### src/rtl/wb_sram_arbiter_pkg.sv
// Shared types and constants for the Wishbone SRAM arbiter.
package wb_sram_arbiter_pkg;

    localparam int unsigned NUM_MASTERS = 3;
    localparam int unsigned CNT_W       = 8;

    typedef enum logic [1:0] {
        ST_IDLE = 2'd0,
        ST_OWN  = 2'd1,
        ST_GAP  = 2'd2
    } arb_state_e;

    // Round-robin pointer value that follows the given one-hot grant.
    function automatic logic [1:0] ptr_after(input logic [NUM_MASTERS-1:0] g);
        logic [1:0] p;
        case (g)
            3'b001:  p = 2'd1;
            3'b010:  p = 2'd2;
            default: p = 2'd0;
        endcase
        return p;
    endfunction

endpackage

### src/rtl/wb_rr_pick.sv
// Combinational 3-way round-robin priority encoder: first requester at or after pointer.
module wb_rr_pick (
    input  logic [2:0] request,
    input  logic [1:0] pointer,
    output logic [2:0] pick
);

    // Search order starts at pointer and wraps 0 -> 1 -> 2 -> 0.
    always_comb begin
        pick = 3'b000;
        case (pointer)
            2'd1: begin
                if (request[1])      pick = 3'b010;
                else if (request[2]) pick = 3'b100;
                else if (request[0]) pick = 3'b001;
            end
            2'd2: begin
                if (request[2])      pick = 3'b100;
                else if (request[0]) pick = 3'b001;
                else if (request[1]) pick = 3'b010;
            end
            default: begin
                if (request[0])      pick = 3'b001;
                else if (request[1]) pick = 3'b010;
                else if (request[2]) pick = 3'b100;
            end
        endcase
    end

endmodule

### src/rtl/wb_sram_arbiter.sv
// Three-master round-robin Wishbone arbiter in front of the shared SRAM controller.
module wb_sram_arbiter
    import wb_sram_arbiter_pkg::*;
#(
    parameter int unsigned MAX_BURST = 16
) (
    input  logic        clk,
    input  logic        reset,
    input  logic        m0_cyc_i,
    input  logic        m0_stb_i,
    input  logic        m0_we_i,
    input  logic [31:0] m0_adr_i,
    input  logic [3:0]  m0_sel_i,
    input  logic [31:0] m0_dat_i,
    output logic [31:0] m0_dat_o,
    output logic        m0_ack_o,
    input  logic        m1_cyc_i,
    input  logic        m1_stb_i,
    input  logic        m1_we_i,
    input  logic [31:0] m1_adr_i,
    input  logic [3:0]  m1_sel_i,
    input  logic [31:0] m1_dat_i,
    output logic [31:0] m1_dat_o,
    output logic        m1_ack_o,
    input  logic        m2_cyc_i,
    input  logic        m2_stb_i,
    input  logic        m2_we_i,
    input  logic [31:0] m2_adr_i,
    input  logic [3:0]  m2_sel_i,
    input  logic [31:0] m2_dat_i,
    output logic [31:0] m2_dat_o,
    output logic        m2_ack_o,
    output logic        s_cyc_o,
    output logic        s_stb_o,
    output logic        s_we_o,
    output logic [31:0] s_adr_o,
    output logic [3:0]  s_sel_o,
    output logic [31:0] s_dat_o,
    input  logic [31:0] s_dat_i,
    input  logic        s_ack_i,
    output logic [2:0]  grant_o
);

    localparam logic [CNT_W-1:0] BURST_LIM = CNT_W'(MAX_BURST);

    arb_state_e             state, state_nxt;
    logic [NUM_MASTERS-1:0] grant, grant_nxt;
    logic [1:0]             rr_ptr, rr_ptr_nxt;
    logic [CNT_W-1:0]       burst_cnt, burst_cnt_nxt, cnt_inc;
    logic [NUM_MASTERS-1:0] req, pick;
    logic                   limit_hit;

    logic        sel_cyc, sel_stb, sel_we;
    logic [31:0] sel_adr, sel_dat;
    logic [3:0]  sel_sel;

    assign req = {m2_cyc_i, m1_cyc_i, m0_cyc_i};

    wb_rr_pick u_pick (
        .request (req),
        .pointer (rr_ptr),
        .pick    (pick)
    );

    // Route the granted master's request fields towards the slave.
    always_comb begin
        sel_cyc = 1'b0;
        sel_stb = 1'b0;
        sel_we  = 1'b0;
        sel_adr = '0;
        sel_sel = '0;
        sel_dat = '0;
        case (grant)
            3'b001: begin
                sel_cyc = m0_cyc_i; sel_stb = m0_stb_i; sel_we = m0_we_i;
                sel_adr = m0_adr_i; sel_sel = m0_sel_i; sel_dat = m0_dat_i;
            end
            3'b010: begin
                sel_cyc = m1_cyc_i; sel_stb = m1_stb_i; sel_we = m1_we_i;
                sel_adr = m1_adr_i; sel_sel = m1_sel_i; sel_dat = m1_dat_i;
            end
            3'b100: begin
                sel_cyc = m2_cyc_i; sel_stb = m2_stb_i; sel_we = m2_we_i;
                sel_adr = m2_adr_i; sel_sel = m2_sel_i; sel_dat = m2_dat_i;
            end
            default: ;
        endcase
    end

    assign limit_hit = (MAX_BURST != 0) && (burst_cnt >= BURST_LIM);

    // Reset gates every control and ack so an aborted transfer never reaches either side.
    assign s_cyc_o  = sel_cyc & ~reset;
    assign s_stb_o  = sel_stb & ~limit_hit & ~reset;
    assign s_we_o   = sel_we & ~reset;
    assign s_adr_o  = sel_adr;
    assign s_sel_o  = sel_sel;
    assign s_dat_o  = sel_dat;
    assign m0_ack_o = s_ack_i & grant[0] & ~reset;
    assign m1_ack_o = s_ack_i & grant[1] & ~reset;
    assign m2_ack_o = s_ack_i & grant[2] & ~reset;
    assign m0_dat_o = s_dat_i;
    assign m1_dat_o = s_dat_i;
    assign m2_dat_o = s_dat_i;
    assign grant_o  = grant;

    // Next-state: grant from IDLE, count acks and release in OWN, one dead cycle in GAP.
    always_comb begin
        state_nxt     = state;
        grant_nxt     = grant;
        rr_ptr_nxt    = rr_ptr;
        burst_cnt_nxt = burst_cnt;
        cnt_inc       = (burst_cnt == {CNT_W{1'b1}}) ? burst_cnt : CNT_W'(burst_cnt + 1'b1);
        case (state)
            ST_IDLE: begin
                if (|req) begin
                    grant_nxt     = pick;
                    burst_cnt_nxt = '0;
                    state_nxt     = ST_OWN;
                end
            end
            ST_OWN: begin
                if (s_ack_i) begin
                    burst_cnt_nxt = cnt_inc;
                end
                if ((s_ack_i && (MAX_BURST != 0) && (cnt_inc == BURST_LIM)) ||
                    (!sel_cyc && !s_ack_i)) begin
                    grant_nxt  = '0;
                    rr_ptr_nxt = ptr_after(grant);
                    state_nxt  = ST_GAP;
                end
            end
            ST_GAP: begin
                state_nxt = ST_IDLE;
            end
            default: begin
                grant_nxt = '0;
                state_nxt = ST_IDLE;
            end
        endcase
    end

    // State, grant, pointer and burst counter registers.
    always_ff @(posedge clk) begin
        if (reset) begin
            state     <= ST_IDLE;
            grant     <= '0;
            rr_ptr    <= 2'd0;
            burst_cnt <= '0;
        end else begin
            state     <= state_nxt;
            grant     <= grant_nxt;
            rr_ptr    <= rr_ptr_nxt;
            burst_cnt <= burst_cnt_nxt;
        end
    end

endmodule

### config.mk
export PLATFORM = sky130hd
export DESIGN_NAME = wb_sram_arbiter
export DESIGN_NICKNAME = d
export VERILOG_FILES = /design/src/rtl/wb_sram_arbiter_pkg.sv /design/src/rtl/wb_rr_pick.sv /design/src/rtl/wb_sram_arbiter.sv
export SDC_FILE = /design/constraint.sdc
export NUM_CORES = 1
export LEC_CHECK = 0
export CAP_MARGIN = 10
export CORE_AREA = 5 5 162 164
export CTS_CLUSTER_SIZE = 20
export DETAILED_ROUTE_END_ITERATION = 8
export DIE_AREA = 0 0 167 169
export GPL_TIMING_DRIVEN = 0
export PLACE_DENSITY = 0.51
export SLEW_MARGIN = 20
export SYNTH_ARGS = -nofsm -noshare
export SYNTH_HDL_FRONTEND = slang
export SYNTH_SLANG_ARGS = --single-unit
### constraint.sdc
create_clock -name clk -period 2 [get_ports clk]
set_input_delay 0.4 -clock clk [delete_from_list [all_inputs] [get_ports clk]]
set_output_delay 0.4 -clock clk [all_outputs]
set_load 0.005 [all_outputs]
==> results_dict.tcl <==
set metrics [dict create \
    status "finished with violations" \
    violations "negative setup slack" \
    viasPerCell 4.010 \
    cts_buffers 3 \
    dp.cells 1183 \
    fmax_mhz 479.2 \
    place_congestion 0.7837 \
    vias 4852 \
    grt_start_max_net_pins 13 \
    antenna_found_initial 0 \
    die_w_um 167 \
    p_comb_share_pct 69.6 \
    syn_area_sq_um 2983 \
    yosys_warnings 0 \
    synth_cell_types 44 \
    grt_pass1_vias 4819 \
    seq_power_share_pct 13.7 \
    diodes 0 \
    finalHoldViolCount 0 \
    fin_nets 1133 \
    num_rows 58 \
    synth_seq_cells 15 \
    p_int_mw 1.656 \
    power_density_nw_per_um2 296.7 \
    clockBufferDepth 2 \
    cts-root-buf "clkbuf_16" \
    hold_buffers 0 \
    drt-pass1-iter-count 5 \
    core_sq_um 24750 \
    required_ns 1.60 \
    hpwl_mm 17.40 \
    synth_area_per_cell_sq_um 6.401 \
    overflow 0 \
    clkLatencyLatePin_ns 0.25 \
    cp-end-kind "output port" \
    routed_wl_mm 21.32 \
    wl_per_cell_um 17.62 \
    synth_cells 466 \
    fin_ws_ns -0.08686 \
    grt_pass1_wl_mm 30.43 \
    clock-skew-final_ns 0.004785 \
    cap_viol_max_count 0 \
    io_pins 421 \
    fp.dieH_um 169 \
    finalCriticalPeriod_ns 2.087 \
    layout-drive-gt1-share_pct 31.48 \
    peakVddDrop_mv 0.2055 \
    slew_violations 0 \
    grt_usage_pct 13.60 \
    path_class "reg2out" \
    initialDrtViolationCount 244 \
    fin_cells 1210 \
    port_buffers 387 \
    tns_ns -0.3615 \
    cts_tree "yes" \
    path_clk_slew_ns 0.05 \
    cp.arrival_ns 1.69 \
    ant_nets 0 \
    maxSlewHeadroom_pct 65.66 \
    syn-num-nets 718 \
    pwr-share-clk_pct 16.7 \
    drc_errors 0 \
    htree_levels 1 \
    period_share_pct 104.3 \
    critPathMaxFanout 5 \
    crit_path_start_kind "flip-flop" \
    netSwitchingFraction_pct 29.90 \
    initial_utilization_pct 12.05 \
    power.static_leakage_nw 3.148 \
    dieArea_sq_um 28220 \
    setup_viol 10 \
    area_growth_pct 166.9 \
    worst_pin_slew_ns 0.5151 \
    rsz0062_at_grt "true" \
    synth_seq_area_share_pct 10.07 \
    cts.sinks 15 \
    hold_path_class "in2reg" \
    p_sw_mw 0.7063 \
]
[worst max-delay path, stage by stage, from the launching register on]
cell	delay [ns]
dfxtp_4	0.38
nor2b_4	0.21
buf_8	0.15
buf_12	0.12
clkbuf_16	0.15
a22oi_2	0.07
nor2_1	0.10
a21oi_1	0.05
nor2_1	0.09
buf_2	0.13
[logic make-up after synthesis]
| kind of cell | synth area share (%) |
|---|---|
| compound gates | 36.45 |
| fa+ha+maj | 1.678 |
| buf+inv | 30.20 |
| flops | 10.07 |
| mux | 1.007 |
| simple gates | 20.60 |
[area by class of cell]
cell class | instances | area, sq um
multi-input cells | 308 | 2027
repair buffers | 415 | 3946
inverters | 10 | 37.54
fillers | 2639 | 16790
clock buffers | 4 | 78.83
plain buffers | 128 | 1146
flip-flops and latches | 15 | 311.5
well taps | 330 | 412.9
[state kept, by name (all words and copies together), names as in the netlist]
signal / cells
rr_ptr: 2
burst_cnt: 8
grant_o: 3
state: 2
[layout by cell type, fill, tap and decap left out, types with 2 or more instances in the layout]
cell,count
and3_1,4
buf_6,8
ha_1,3
o21ai_1,56
dlygate4sd2_1,3
clkbuf_2,2
nor3_2,2
nor2b_4,2
nor3_1,4
nand2_1,80
clkbuf_16,12
clkdlybuf4s50_1,315
a32oi_1,2
buf_2,65
a31oi_1,3
dfxtp_4,3
o21ai_0,13
buf_12,8
buf_8,9
or3_1,4
nand3_1,8
inv_1,8
clkbuf_1,6
clkbuf_8,4
buf_4,106
a21oi_1,8
o21ai_2,4
o22ai_1,3
o32ai_1,2
nor2_1,10
a22oi_1,41
a22oi_2,30
a211oi_1,2
inv_2,2
dfxtp_1,12
clkdlybuf4s15_2,8
mux2i_1,3
[metrics by stage]
stage          setup WS [ns]  util (%)  cell area, sq um  hold WS [ns]  power, mW
2_1_floorplan         0.1551         -              2983        0.4479     0.7878
5_1_grt              -0.1779     32.17              7960        0.4974      2.504
6_report            -0.08686     32.17              7960        0.4778      2.362
4_1_cts              -0.1335     31.55              7806        0.4790      2.345
3_5_place_dp          -1.485     29.38              7269        0.4812      1.833
3_3_place_gp          -1.439     29.38              7269        0.4747      1.833
[final timing paths]
kind,start,end,slack [ns],depth (start not counted)
max,grant_o[0],s_we_o,-0.09,9
min,reset,burst_cnt[0],0.48,2
max reg2reg,burst_cnt[0],rr_ptr[0],0.12,6
min reg2reg,rr_ptr[1],rr_ptr[1],0.49,2
[power groups by stage]
stage / combinational [mW] / clock [mW] / sequential [mW]
after floorplan: 0.461 / 0 / 0.327
after global placement: 1.50 / 0 / 0.332
after detailed placement: 1.50 / 0 / 0.332
after CTS: 1.62 / 0.398 / 0.325
after global routing: 1.76 / 0.417 / 0.325
final: 1.64 / 0.395 / 0.324
[timing repair]
action / 4_1_cts / 5_1_grt
pin swaps: 17 / 17
endpoints found under the setup margin: 81 / 75
gates resized for setup: 442 / 60
buffers inserted: 14 / 8
cloned: 6 / 2
[synthesized netlist by cell type, drive strengths merged]
cell type / n / area [sq um]
buf: 99 / 735.7
nand2: 81 / 304.0
o21ai: 73 / 365.4
a22oi: 71 / 538.0
clkbuf: 34 / 127.6
dfxtp: 15 / 300.3
inv: 10 / 37.53
nor2: 10 / 37.54
a21oi: 8 / 40.04
nand3: 8 / 40.04
nor3: 7 / 45.04
and3: 5 / 31.28
ha: 4 / 50.05
or3: 4 / 25.02
a31oi: 3 / 18.77
mux2i: 3 / 30.03
nor2b: 3 / 18.77
o22ai: 3 / 18.77
a211oi: 2 / 15.01
a32oi: 2 / 17.52
and2: 2 / 15.02
nor4b: 2 / 17.52
o32ai: 2 / 17.52
or2: 2 / 12.52
a21boi: 1 / 11.26
a22o: 1 / 8.760
a31o: 1 / 8.760
and3b: 1 / 8.760
and4: 1 / 8.760
nand2b: 1 / 6.260
nand3b: 1 / 7.510
nand4: 1 / 21.27
nor3b: 1 / 7.510
o2111ai: 1 / 8.760
o211a: 1 / 10.01
o311ai: 1 / 8.760
or4: 1 / 7.510
[per-layer routing]
metal	vias up	share of wire (%)	GRT usage, %
met5	-	0	0
met4	0	0.96	1.957
met3	14	7.4	2.732
met2	238	52	25.13
met1	2203	40	16.64
li1	2397	-	-
(Power assumes the default switching activity.)
